<file path="src/rtl/cp0_regfile.sv">
// cp0_regfile: Coprocessor-0 register file fed by the WB-stage retire bus.
// Holds BadVAddr, Count, Compare, Status, Cause and EPC (sel 0 only).
// mfc0 data is a combinational read of the addressed register; EPC, EXL and
// the pending-interrupt flag are exported for fetch redirect and flush logic.
//
// Build option:
//   CP0_TIMER_INT_EN  defined   -> Count/Compare timer and TI are present.
//                     undefined -> no timer storage; addresses 9/11 read 0,
//                                  TI is 0 and COUNT_DIV_LOG2 has no effect.
//
// Command handshake: there is no back-pressure. A command on wb_to_cp0_bus
// takes effect only in a cycle where wb_valid is 1, and is consumed on that
// clock edge. Within one command, ex outranks eret, which outranks mtc0.

module cp0_regfile #(
   parameter int COUNT_DIV_LOG2 = 1
) (
   input  logic         clk,
   input  logic         reset,
   input  logic         wb_valid,
   input  logic [109:0] wb_to_cp0_bus,
   input  logic [5:0]   ext_int,
   output logic [31:0]  cp0_rdata,
   output logic [31:0]  cp0_epc,
   output logic         cp0_exl,
   output logic         has_int
);

   // Register addresses (sel is always 0)
   localparam logic [4:0] ADDR_BADVADDR = 5'd8;
   localparam logic [4:0] ADDR_COUNT    = 5'd9;
   localparam logic [4:0] ADDR_COMPARE  = 5'd11;
   localparam logic [4:0] ADDR_STATUS   = 5'd12;
   localparam logic [4:0] ADDR_CAUSE    = 5'd13;
   localparam logic [4:0] ADDR_EPC      = 5'd14;

   // Exception codes that carry a faulting address
   localparam logic [4:0] EXC_ADEL = 5'd4;
   localparam logic [4:0] EXC_ADES = 5'd5;

   // ------------------------------------------------------------------
   // Bus fields
   // ------------------------------------------------------------------
   logic        w_ex;
   logic [4:0]  w_excode;
   logic [31:0] w_badvaddr;
   logic        w_bd;
   logic [31:0] w_pc;
   logic        w_mtc0_we;
   logic [4:0]  w_addr;
   logic [31:0] w_wdata;
   logic        w_eret;

   assign w_ex       = wb_to_cp0_bus[109];
   assign w_excode   = wb_to_cp0_bus[108:104];
   assign w_badvaddr = wb_to_cp0_bus[103:72];
   assign w_bd       = wb_to_cp0_bus[71];
   assign w_pc       = wb_to_cp0_bus[70:39];
   assign w_mtc0_we  = wb_to_cp0_bus[38];
   assign w_addr     = wb_to_cp0_bus[37:33];
   assign w_wdata    = wb_to_cp0_bus[32:1];
   assign w_eret     = wb_to_cp0_bus[0];

   // ------------------------------------------------------------------
   // Qualified commands: mutually exclusive by construction
   // ------------------------------------------------------------------
   logic w_ex_v;
   logic w_eret_v;
   logic w_mtc0_v;

   assign w_ex_v   = wb_valid & w_ex;
   assign w_eret_v = wb_valid & w_eret & ~w_ex;
   assign w_mtc0_v = wb_valid & w_mtc0_we & ~w_ex & ~w_eret;

   logic w_wr_status;
   logic w_wr_cause;
   logic w_wr_epc;

   assign w_wr_status = w_mtc0_v & (w_addr == ADDR_STATUS);
   assign w_wr_cause  = w_mtc0_v & (w_addr == ADDR_CAUSE);
   assign w_wr_epc    = w_mtc0_v & (w_addr == ADDR_EPC);

   // ------------------------------------------------------------------
   // Architectural state
   // ------------------------------------------------------------------
   logic [31:0] r_badvaddr;
   logic [31:0] r_epc;
   logic [7:0]  r_status_im;
   logic        r_status_exl;
   logic        r_status_ie;
   logic        r_cause_bd;
   logic [5:0]  r_cause_ip_hw;   // Cause[15:10]
   logic [1:0]  r_cause_ip_sw;   // Cause[9:8]
   logic [4:0]  r_cause_exccode;

   logic        w_ti;            // Cause.TI
   logic [31:0] w_count;
   logic [31:0] w_compare;

   // ------------------------------------------------------------------
   // Timer: Count, Compare, divider and TI
   // ------------------------------------------------------------------
`ifdef CP0_TIMER_INT_EN
   localparam logic [3:0] DIV_MASK = 4'((32'd1 << COUNT_DIV_LOG2) - 32'd1);

   logic [31:0] r_count;
   logic [31:0] r_compare;
   logic [3:0]  r_div;
   logic        r_ti;
   logic [3:0]  w_div_next;
   logic        w_count_tick;
   logic        w_wr_count;
   logic        w_wr_compare;

   assign w_wr_count   = w_mtc0_v & (w_addr == ADDR_COUNT);
   assign w_wr_compare = w_mtc0_v & (w_addr == ADDR_COMPARE);
   // Divider only uses its low COUNT_DIV_LOG2 bits; wrap to 0 is the tick.
   assign w_div_next   = (r_div + 4'd1) & DIV_MASK;
   assign w_count_tick = (w_div_next == 4'd0);

   // Count and divider: an mtc0 load beats the increment and restarts the phase.
   always_ff @(posedge clk) begin
      if (reset) begin
         r_count <= 32'd0;
         r_div   <= 4'd0;
      end else if (w_wr_count) begin
         r_count <= w_wdata;
         r_div   <= 4'd0;
      end else begin
         r_div <= w_div_next;
         if (w_count_tick) begin
            r_count <= r_count + 32'd1;
         end
      end
   end

   // Compare register and sticky timer flag; a Compare write clears TI even
   // when the match condition holds in the same cycle.
   always_ff @(posedge clk) begin
      if (reset) begin
         r_compare <= 32'd0;
         r_ti      <= 1'b0;
      end else if (w_wr_compare) begin
         r_compare <= w_wdata;
         r_ti      <= 1'b0;
      end else if (r_count == r_compare) begin
         r_ti <= 1'b1;
      end
   end

   assign w_count   = r_count;
   assign w_compare = r_compare;
   assign w_ti      = r_ti;
`else
   assign w_count   = 32'd0;
   assign w_compare = 32'd0;
   assign w_ti      = 1'b0;

   // The divider setting has no effect without the timer.
   if (COUNT_DIV_LOG2 < 0) begin : g_no_timer_div
   end
`endif

   // ------------------------------------------------------------------
   // Status
   // ------------------------------------------------------------------
   // EXL is set by any exception, cleared by eret; mtc0 writes IM, EXL, IE.
   always_ff @(posedge clk) begin
      if (reset) begin
         r_status_im  <= 8'd0;
         r_status_exl <= 1'b0;
         r_status_ie  <= 1'b0;
      end else if (w_ex_v) begin
         r_status_exl <= 1'b1;
      end else if (w_eret_v) begin
         r_status_exl <= 1'b0;
      end else if (w_wr_status) begin
         r_status_im  <= w_wdata[15:8];
         r_status_exl <= w_wdata[1];
         r_status_ie  <= w_wdata[0];
      end
   end

   // ------------------------------------------------------------------
   // Cause
   // ------------------------------------------------------------------
   // Hardware IP lines are resampled every cycle regardless of wb_valid.
   always_ff @(posedge clk) begin
      if (reset) begin
         r_cause_ip_hw <= 6'd0;
      end else begin
         r_cause_ip_hw <= {ext_int[5] | w_ti, ext_int[4:0]};
      end
   end

   // BD and ExcCode from exceptions (BD frozen while nested); software IP by mtc0.
   always_ff @(posedge clk) begin
      if (reset) begin
         r_cause_bd      <= 1'b0;
         r_cause_ip_sw   <= 2'd0;
         r_cause_exccode <= 5'd0;
      end else if (w_ex_v) begin
         r_cause_exccode <= w_excode;
         if (!r_status_exl) begin
            r_cause_bd <= w_bd;
         end
      end else if (w_wr_cause) begin
         r_cause_ip_sw <= w_wdata[9:8];
      end
   end

   // ------------------------------------------------------------------
   // EPC and BadVAddr
   // ------------------------------------------------------------------
   // EPC captures the restart PC (branch address for delay-slot faults)
   // only on a non-nested exception; otherwise it is a plain mtc0 target.
   always_ff @(posedge clk) begin
      if (reset) begin
         r_epc <= 32'd0;
      end else if (w_ex_v) begin
         if (!r_status_exl) begin
            r_epc <= w_bd ? (w_pc - 32'd4) : w_pc;
         end
      end else if (w_wr_epc) begin
         r_epc <= w_wdata;
      end
   end

   // BadVAddr is read-only to software and loads only on address errors.
   always_ff @(posedge clk) begin
      if (reset) begin
         r_badvaddr <= 32'd0;
      end else if (w_ex_v && ((w_excode == EXC_ADEL) || (w_excode == EXC_ADES))) begin
         r_badvaddr <= w_badvaddr;
      end
   end

   // ------------------------------------------------------------------
   // Read view and outputs
   // ------------------------------------------------------------------
   logic [31:0] w_status;
   logic [31:0] w_cause;

   assign w_status = {9'd0, 1'b1, 6'd0, r_status_im, 6'd0, r_status_exl, r_status_ie};
   assign w_cause  = {r_cause_bd, w_ti, 14'd0, r_cause_ip_hw, r_cause_ip_sw,
                      1'b0, r_cause_exccode, 2'd0};

   // mfc0 read mux on current state; a same-cycle mtc0 is not forwarded.
   always_comb begin
      cp0_rdata = 32'd0;
      case (w_addr)
         ADDR_BADVADDR: cp0_rdata = r_badvaddr;
         ADDR_COUNT:    cp0_rdata = w_count;
         ADDR_COMPARE:  cp0_rdata = w_compare;
         ADDR_STATUS:   cp0_rdata = w_status;
         ADDR_CAUSE:    cp0_rdata = w_cause;
         ADDR_EPC:      cp0_rdata = r_epc;
         default:       cp0_rdata = 32'd0;
      endcase
   end

   assign cp0_epc = r_epc;
   assign cp0_exl = r_status_exl;
   assign has_int = (|({r_cause_ip_hw, r_cause_ip_sw} & r_status_im))
                    & r_status_ie & ~r_status_exl;

endmodule

</file>
<file path="config.mk">
export PLATFORM = sky130hd
export DESIGN_NAME = cp0_regfile
export DESIGN_NICKNAME = d
export VERILOG_FILES = /design/src/rtl/cp0_regfile.sv
export SDC_FILE = /design/constraint.sdc
export NUM_CORES = 1
export LEC_CHECK = 0
export CORE_MARGIN = 5
export CORE_UTILIZATION = 40
export DETAILED_ROUTE_END_ITERATION = 10
export PLACE_DENSITY = 0.78
export SKIP_LAST_GASP = 1
export SLEW_MARGIN = 40
export SYNTH_ARGS = -nofsm -noshare
export SYNTH_HDL_FRONTEND = slang
export SYNTH_SLANG_ARGS = --single-unit
</file>
<file path="constraint.sdc">
create_clock -name clk -period 3.11 [get_ports clk]
set_input_delay 0.933 -clock clk [delete_from_list [all_inputs] [get_ports clk]]
set_output_delay 0.933 -clock clk [all_outputs]
set_load 0.02 [all_outputs]
</file>
## After elaboration in Yosys (flattened, before gate mapping)

Cells that the tools add are included.

| word-level totals | value |
|---|---|
| logic and storage cells | 51 |
| flip-flop bits (word level) | 88 |
| output and inout bits | 66 |
| input port bits | 119 |

| operators by class | value |
|---|---|
| equal/unequal tests | 7 |
| bitwise operators | 17 |
| mux-type cells | 8 |
| reductions and logical operators | 9 |
| $add $sub $neg | 1 |

Operator list:

| operator | count |
|---|---|
| two-way mux 32 bit | 4 |
| case mux 32 bit (4 select lines) | 1 |
| subtractor 32 x 3 -> 32 bit, second input constant | 1 |
| == test 5 x 4 -> 1 bit, second input constant | 4 |
| bitwise AND 1 bit | 11 |
| == test 5 x 3 -> 1 bit, second input constant | 2 |
| bitwise AND 8 bit | 1 |
| OR reduction 8 bit | 1 |
| AND reduction 2 bit | 3 |
| inverter 1 bit | 5 |
| two-way mux 1 bit | 3 |
| AND reduction 3 bit | 1 |
| nonzero test 3 bit | 1 |
| != test 2 bit, second input constant | 1 |
| nonzero test 2 bit | 1 |
| logical AND 1 bit | 1 |
| logical OR 1 bit | 1 |

## Logic depth before layout (Yosys ltp)

Gate-level depths: netlist of run 1.

| logic depth | value |
|---|---|
| depth after elaboration | 7 |
| mapped depth | 8 |
| mapped depth without buffers | 7 |

## Worst setup path before layout of run 1

OpenSTA, ideal clock, no wires.

| path | value |
|---|---|
| kind | input port to output port |
| start | in wb_to_cp0_bus[35] |
| end | out cp0_rdata[2] |
| arrival | 2431 ps |
| path buffers | 4 |
| slack | -254 ps |
| data required time | 2177 ps |
| stages on the path | 8 |
| cell sequence | clkbuf_1 -> and3b_1 -> and2_0 -> clkbuf_1 -> buf_2 -> buf_1 -> a22oi_1 -> nand2_1 |

| between the ends | value |
|---|---|
| longest elaborated chain between the ends | 2 |
| elaborated cells on any way between the ends | 5 |
| those cells by class | eq/ne (4); mux (1) |

Ends and longest elaborated chain:

| what | line | source |
|---|---|---|
| start: declaration | 21 | `input logic [109:0] wb_to_cp0_bus,` |
| == test 5 x 4 -> 1 bit | 251 | `case (w_addr)` |
| case mux 32 bit (4 select lines) (*) | 251 |  |
| end: declaration | 23 | `output logic [31:0] cp0_rdata,` |

Every way passes the cells marked *; elsewhere a longest branch is shown, timed or not.

## Final worst setup path of run 1

| path | value |
|---|---|
| start | in wb_to_cp0_bus[34] |
| end | out cp0_rdata[30] |

Same word-level chain as after synthesis.

==> metrics, run 1 <==
outcome=completed; Crit path required time=between 2 and 2.5 ns; Slowest cell on crit path=nor2_4; initial core utilization=40.6%; Worst EP arrival=about 2.1 ns; via density per instance=approximately 5.7; DP Cell Count=930; Core Region=between 10000 and 15000 um2; Pleak=roughly 2.8 nW; Synth Net Count=between 700 and 800; Hold WS=between 0.4 and 0.5 ns; crit path to=cp0_rdata[30]; RR Startpoint=cp0_exl; chip width=118 um; maxcap violations=0; initial DRC count=about 480; Clock Power Share=42.1%; Slew @ Worst Pin=just over 0.6 ns; Max IR drop VDD=approximately 0.28 mV; routed length per placed instance=approximately 19 um; row cnt=39; part of the Yosys area used for sequential elements=38.0%; Synth Area per Inst=around 7.8 um2; Crit Path Max Fanout=8; Mapped Area=4640 um2; Sequential Power Share=40.6%; ys async rst share=0%; Max stage delay on crit path=0.21 ns; Final Total Pwr=just under 3 mW; fin util=65.0%; number of synthesized flops with an enable pin=0; Post-DRT Antenna Nets=0; final std cells w/o fill=956; Final Hold Viols=0; CTS tree=done; Nets=929; CTS Sinks=slightly below 90; initial antenna violation count=1; CTS HTree Levels=3; Slew Viols, Final=0; FILL cells=between 900 and 1000; # DRC=0; Post-synth top flop=dfxtp_1; largest net degree at the start of global routing=83; Final setup viols=0; fraction of layout cells with a size suffix above 1=between 10% and 20%; pwr dens=402 nW/um2; dpl hpwl=between 10000 and 15000 um; Seq. cell area=roughly 1800 um2; clock-pin slew on the worst setup and hold paths=roughly 0.06 ns; Crit. path cell count=9; R2R depth=6; Setup crit end kind=output port; area occupied by multi-input gates=slightly below 3000 um2; delay-heaviest family, CP=buffers and inverters; crit path from=wb_to_cp0_bus[34]; GPL Wtd Cong=a little over 0.9; I/O pin count=185; Internal Pwr Total=2.23 mW; # diodes=0; HP Class=reg2reg; crit share post-route=between 90% and 100%; final wirelength=around 19000 um; Setup Crit Path Kind=in2out; sum of buffers and inverters on the critical path=5; Top cell by count, worst path=buf_8; first-pass iteration count of the detailed router=5; Comb power frac=roughly 17%; synth unique cells=a little over 60; Min Clock Period, post-route=between 3 and 4 ns; vias=between 5000 and 6000; DIE HEIGHT=approximately 120 um; CTS Buf Count=9; number of global-route vias before repair=between 5000 and 6000; FMAX=roughly 0.33 GHz; Die ar.=13900 um2; synthesized flop and latch total=between 80 and 90; r2r endpoint=cp0_epc[17]; Sw Ratio=25.3%; Fin Clk Skew=around 0.0047 ns; placed inst area=7030 um2; RSZ-0062 raised after global routing=true; first-pass GRT wire length=approximately 29000 um; Worst slew margin=about 58%; crit-path cells=buf_8, buf_6, nor2_4, nand3b_1, nor2_4, buf_8, buf_8, a22o_4, buf_6; Critical Path Start Type=primary input; flop2flop setup slack=~1.3 ns; I/O Buffers=roughly 180; P&R area growth vs syn=60.0%; post-route design area=around 7400 um2; Overflow after GRT=0; Psw=~0.75 mW; Syn Inst Count=~600; total track usage=between 20% and 30%; synth warn=0; CTS Buffer Depth=2; Root Buffer=clkbuf_16; later-pin clock latency in the skew report=~0.33 ns
power by group through the flow:
stage / clock network (mW) / logic [mW] / registers [mW]
after floorplan: 0 / 0.163 / 1.25
after global placement: 0 / 0.495 / 1.24
after detailed placement: 0 / 0.501 / 1.24
after CTS: 1.27 / 0.509 / 1.21
after global routing: 1.32 / 0.551 / 1.21
final: 1.26 / 0.515 / 1.21
worst register-to-register path, stage by stage (launching register included):
cell	delay (ns)
dfxtp_1	0.35
buf_4	0.20
nor2_1	0.17
nor2_1	0.08
a2111oi_0	0.59
buf_4	0.22
nor3_1	0.04
area by class of cell:
type | count | share of cell area (%)
flip-flops and latches | 88 | 23.7
clock inverters | 6 | 1.55
inverters | 4 | 0.202
clock buffers | 9 | 3.03
repair buffers | 244 | 30.2
multi-input cells | 462 | 38.9
well taps | 143 | 2.41
state kept, by name, indices dropped and copies added, names as in the netlist:
name,count
cp0_epc,32
r_badvaddr,32
r_status_im,8
r_cause_ip_hw,6
r_cause_exccode,5
r_cause_ip_sw,2
cp0_exl,1
r_cause_bd,1
r_status_ie,1
placed cells by master (no fill, tap or decap), drive strengths merged, types with 7 or more instances in the layout:
master         instances
a211o                  7
nand2                129
a221o                  8
clkdlybuf4s50        146
nand3                 19
buf                   97
a211oi                 7
nor2                  32
nor2b                  7
nor3                  15
a22o                  24
o21ai                 11
a21oi                 77
or3                   11
nor4                  12
a22oi                  8
dfxtp                 88
xnor2                 12
clkbuf                10
o211ai                11
Yosys cell counts, types with 3 or more instances:
library cell,n,area [um2]
a211o_1,7,61.3
a211oi_1,7,52.6
a21oi_1,77,385
a221o_1,8,80.1
a22o_1,24,210
a22oi_1,8,60.1
a311oi_1,5,43.8
and3_1,4,25.0
buf_1,4,15.0
clkbuf_1,38,143
dfxtp_1,88,1760
inv_1,4,15.0
mux2i_1,6,60.1
nand2_1,129,484
nand3_1,19,95.1
nor2_1,32,120
nor2b_1,7,43.8
nor3_1,14,70.1
nor4_1,10,62.6
o211ai_1,11,82.6
o21a_1,3,22.5
o21ai_0,11,55.1
or3_1,9,56.3
or4_1,5,37.5
xnor2_1,12,105
xor2_1,6,52.6
timing repair:
item,4_1_cts,5_1_grt
pin swaps,4,9
hold buffers,0,0
cloned,2,0
resized for setup,182,12
setup endpoints to repair,32,32
buffers inserted,7,3
routing by layer:
metal | part of all wire, % | routed length (um) | track usage, %
met1 | 40 | 7460 | 31.6
met2 | 47 | 8720 | 42.1
met3 | 9.2 | 1710 | 7.83
met4 | 3.5 | 643 | 9.10
met5 | 0.038 | 7 | 0
kinds of logic after synthesis:
group	count (synthesis)	synth area share (%)
compound gates	176	25.4
xor+xnor	18	3.40
fa+ha+maj	1	0.270
buf+inv	48	3.94
flops	88	38.0
mux	6	1.29
simple gates	260	27.7
worst min-delay path by stage:
stage	start	endpoint	slack (ns)	cells after the start
finish	r_badvaddr[0]	r_badvaddr[0]	0.46	2
global route	r_badvaddr[0]	r_badvaddr[0]	0.48	2
CTS	r_badvaddr[5]	r_badvaddr[5]	0.46	2
detailed placement	r_cause_exccode[0]	r_cause_exccode[0]	0.45	2
global placement	r_badvaddr[29]	r_badvaddr[29]	0.44	2
floorplan	r_badvaddr[0]	r_badvaddr[0]	0.44	2
stage by stage:
stage	TNS (ns)	worst slack [ns]
final	0	0.0345
after global placement	-22.33	-0.752
after detailed placement	-23.46	-0.775
after global routing	-0.0238	-0.00881
after floorplan	-0.0122	-0.00306
after CTS	0	0.00122
Note: power is estimated with default switching activity, not from simulation.
==> run 2, diff against run 1 <==
--- a/config.mk
+++ b/config.mk
@@ -6,9 +6,9 @@
 export NUM_CORES = 1
 export LEC_CHECK = 0
 export CORE_MARGIN = 5
-export CORE_UTILIZATION = 40
+export CORE_UTILIZATION = 44
 export DETAILED_ROUTE_END_ITERATION = 10
-export PLACE_DENSITY = 0.78
+export PLACE_DENSITY = 0.81
 export SKIP_LAST_GASP = 1
 export SLEW_MARGIN = 40
 export SYNTH_ARGS = -nofsm -noshare
==> constraint.sdc (replaced) <==
create_clock -name clk -period 3.18 [get_ports clk]
set_input_delay 0.954 -clock clk [delete_from_list [all_inputs] [get_ports clk]]
set_output_delay 0.954 -clock clk [all_outputs]
set_load 0.02 [all_outputs]
==> metrics, run 2 (synthesized netlist as in run 1, its figures left out) <==
outcome=completed; initial antenna violation count=0; flop2flop setup slack=between 1.5 and 2 ns; Crit path required time=roughly 2.2 ns; largest net degree at the start of global routing=83; final setup margin=0.00861 ns; via density per instance=around 5.8; vias=5512; CTS HTree Levels=3; Overflow after GRT=0; Die ar.=~13000 um2; dpl hpwl=13800 um; Internal Pwr Total=1.73 mW; number of global-route vias before repair=around 5500; initial DRC count=378; leading cell type in the layout, fill and taps excluded=clkdlybuf4s50_1; Final Hold Viols=0; fin util=70.5%; Post-DRT Antenna Nets=0; Sequential Power Share=between 40 and 50%; later-pin clock latency in the skew report=0.36 ns; clock-pin slew on the worst setup and hold paths=approximately 0.090 ns; DIE HEIGHT=113 um; Worst EP arrival=around 2.2 ns; Core Region=between 10000 and 15000 um2; Psw=between 0.6 and 0.7 mW; final wirelength=about 18000 um; Slew Viols, Final=0; CTS tree=done; fraction of layout cells with a size suffix above 1=19.2%; Final Total Pwr=about 2.4 mW; DP Cell Count=921; Sw Ratio=about 29%; Nets=around 930; Crit Path Max Fanout=5; CTS Buffer Depth=2; GPL Wtd Cong=between 0.8 and 0.9; Pleak=between 2 and 3 nW; initial core utilization=between 40% and 50%; chip width=approximately 110 um; row cnt=37; # diodes=0; crit share post-route=between 90% and 100%; RSZ-0062 raised after global routing=true; maxcap violations=0; CTS Sinks=88; final std cells w/o fill=between 900 and 1000; Fin Clk Skew=approximately 0.0046 ns; # DRC=0; first-pass GRT wire length=28400 um; total track usage=about 28%; Clock Power Share=between 30% and 40%; Min Clock Period, post-route=around 3.2 ns; Setup WS pre-CTS=-0.777 ns; HP Class=reg2reg; FMAX=between 0.3 and 0.4 GHz; Slew @ Worst Pin=~0.65 ns; CTS Buf Count=9; highest-count cells in the layout ignoring fill and taps=146 x clkdlybuf4s50_1, 123 x nand2_1, 88 x dfxtp_1; Max IR drop VDD=~0.25 mV; Setup Crit Path Kind=in2out; Comb power frac=20.9%; I/O pin count=roughly 190; Final setup viols=0; routed length per placed instance=approximately 19 um; first-pass iteration count of the detailed router=8; Worst slew margin=a little under three fifths; pwr dens=between 300 and 400 nW/um2; Root Buffer=clkbuf_8; Setup crit end kind=output port; setup tns final=0 ns; Critical Path Start Type=primary input; P&R area growth vs syn=56.9%; I/O Buffers=approximately 180
-- run 2: cell types whose count changed in the layout (fill, tap and decap cells not counted), moves of 2 or more --
cell / change
buf_12: +3
clkinv_4: +2
bufinv_16: -3
clkbuf_8: +10
buf_4: -5
clkbuf_16: -9
-- run 2: cell type report --
cell class / instances / area [um2]
fillers: 796 / 3040
multi-input cells: 461 / 2880
repair buffers: 242 / 2280
flip-flops and latches: 88 / 1760
well taps: 136 / 170
clock buffers: 11 / 141
clock inverters: 5 / 41.3
inverters: 4 / 15.0
-- run 2: metrics by stage --
stage               instance area [um2]  hold slack, ns
floorplan                          4800           0.436
global placement                   7020           0.442
detailed placement                 7020           0.447
CTS                                7280           0.467
global route                       7280           0.492
finish                             7280           0.465
-- run 2: power by group through the flow --
stage | Combinational (mW) | Sequential, mW | Clock, mW
floorplan | 0.159 | 1.22 | 0
global placement | 0.486 | 1.21 | 0
detailed placement | 0.492 | 1.21 | 0
CTS | 0.502 | 1.18 | 0.739
global route | 0.540 | 1.19 | 0.789
finish | 0.507 | 1.18 | 0.730
-- run 2: per-layer routing --
metal,GRT usage (%),part of all wire [%],vias to the layer above
met3,7.54,9.2,43
met4,11.1,3.2,0
met5,0,0,-
li1,-,-,2590
met1,34.2,40,2570
met2,46.4,47,309
-- run 2: critical path: stages --
cell and delay (ns):
buf_6 0.10, and3b_1 0.19, and2_4 0.20, buf_16 0.14, a22o_1 0.23, a221o_1 0.28
buf_6 0.14
-- run 2: path summary, 6_finish.rpt --
kind	start	end	cells past startpoint
min reg2reg	r_badvaddr[17]	r_badvaddr[17]	2
min	r_badvaddr[17]	r_badvaddr[17]	2
max	wb_to_cp0_bus[35]	cp0_rdata[13]	7
max reg2reg	cp0_exl	cp0_epc[17]	6
-- run 2: what timing repair did --
action / in CTS / in global routing
gates cloned: 3 / 0
resized for setup: 182 / 7
endpoints found under the setup margin: 32 / 14
setup buffers: 7 / 1
pin swaps: 7 / 12
hold buffers: 0 / 0
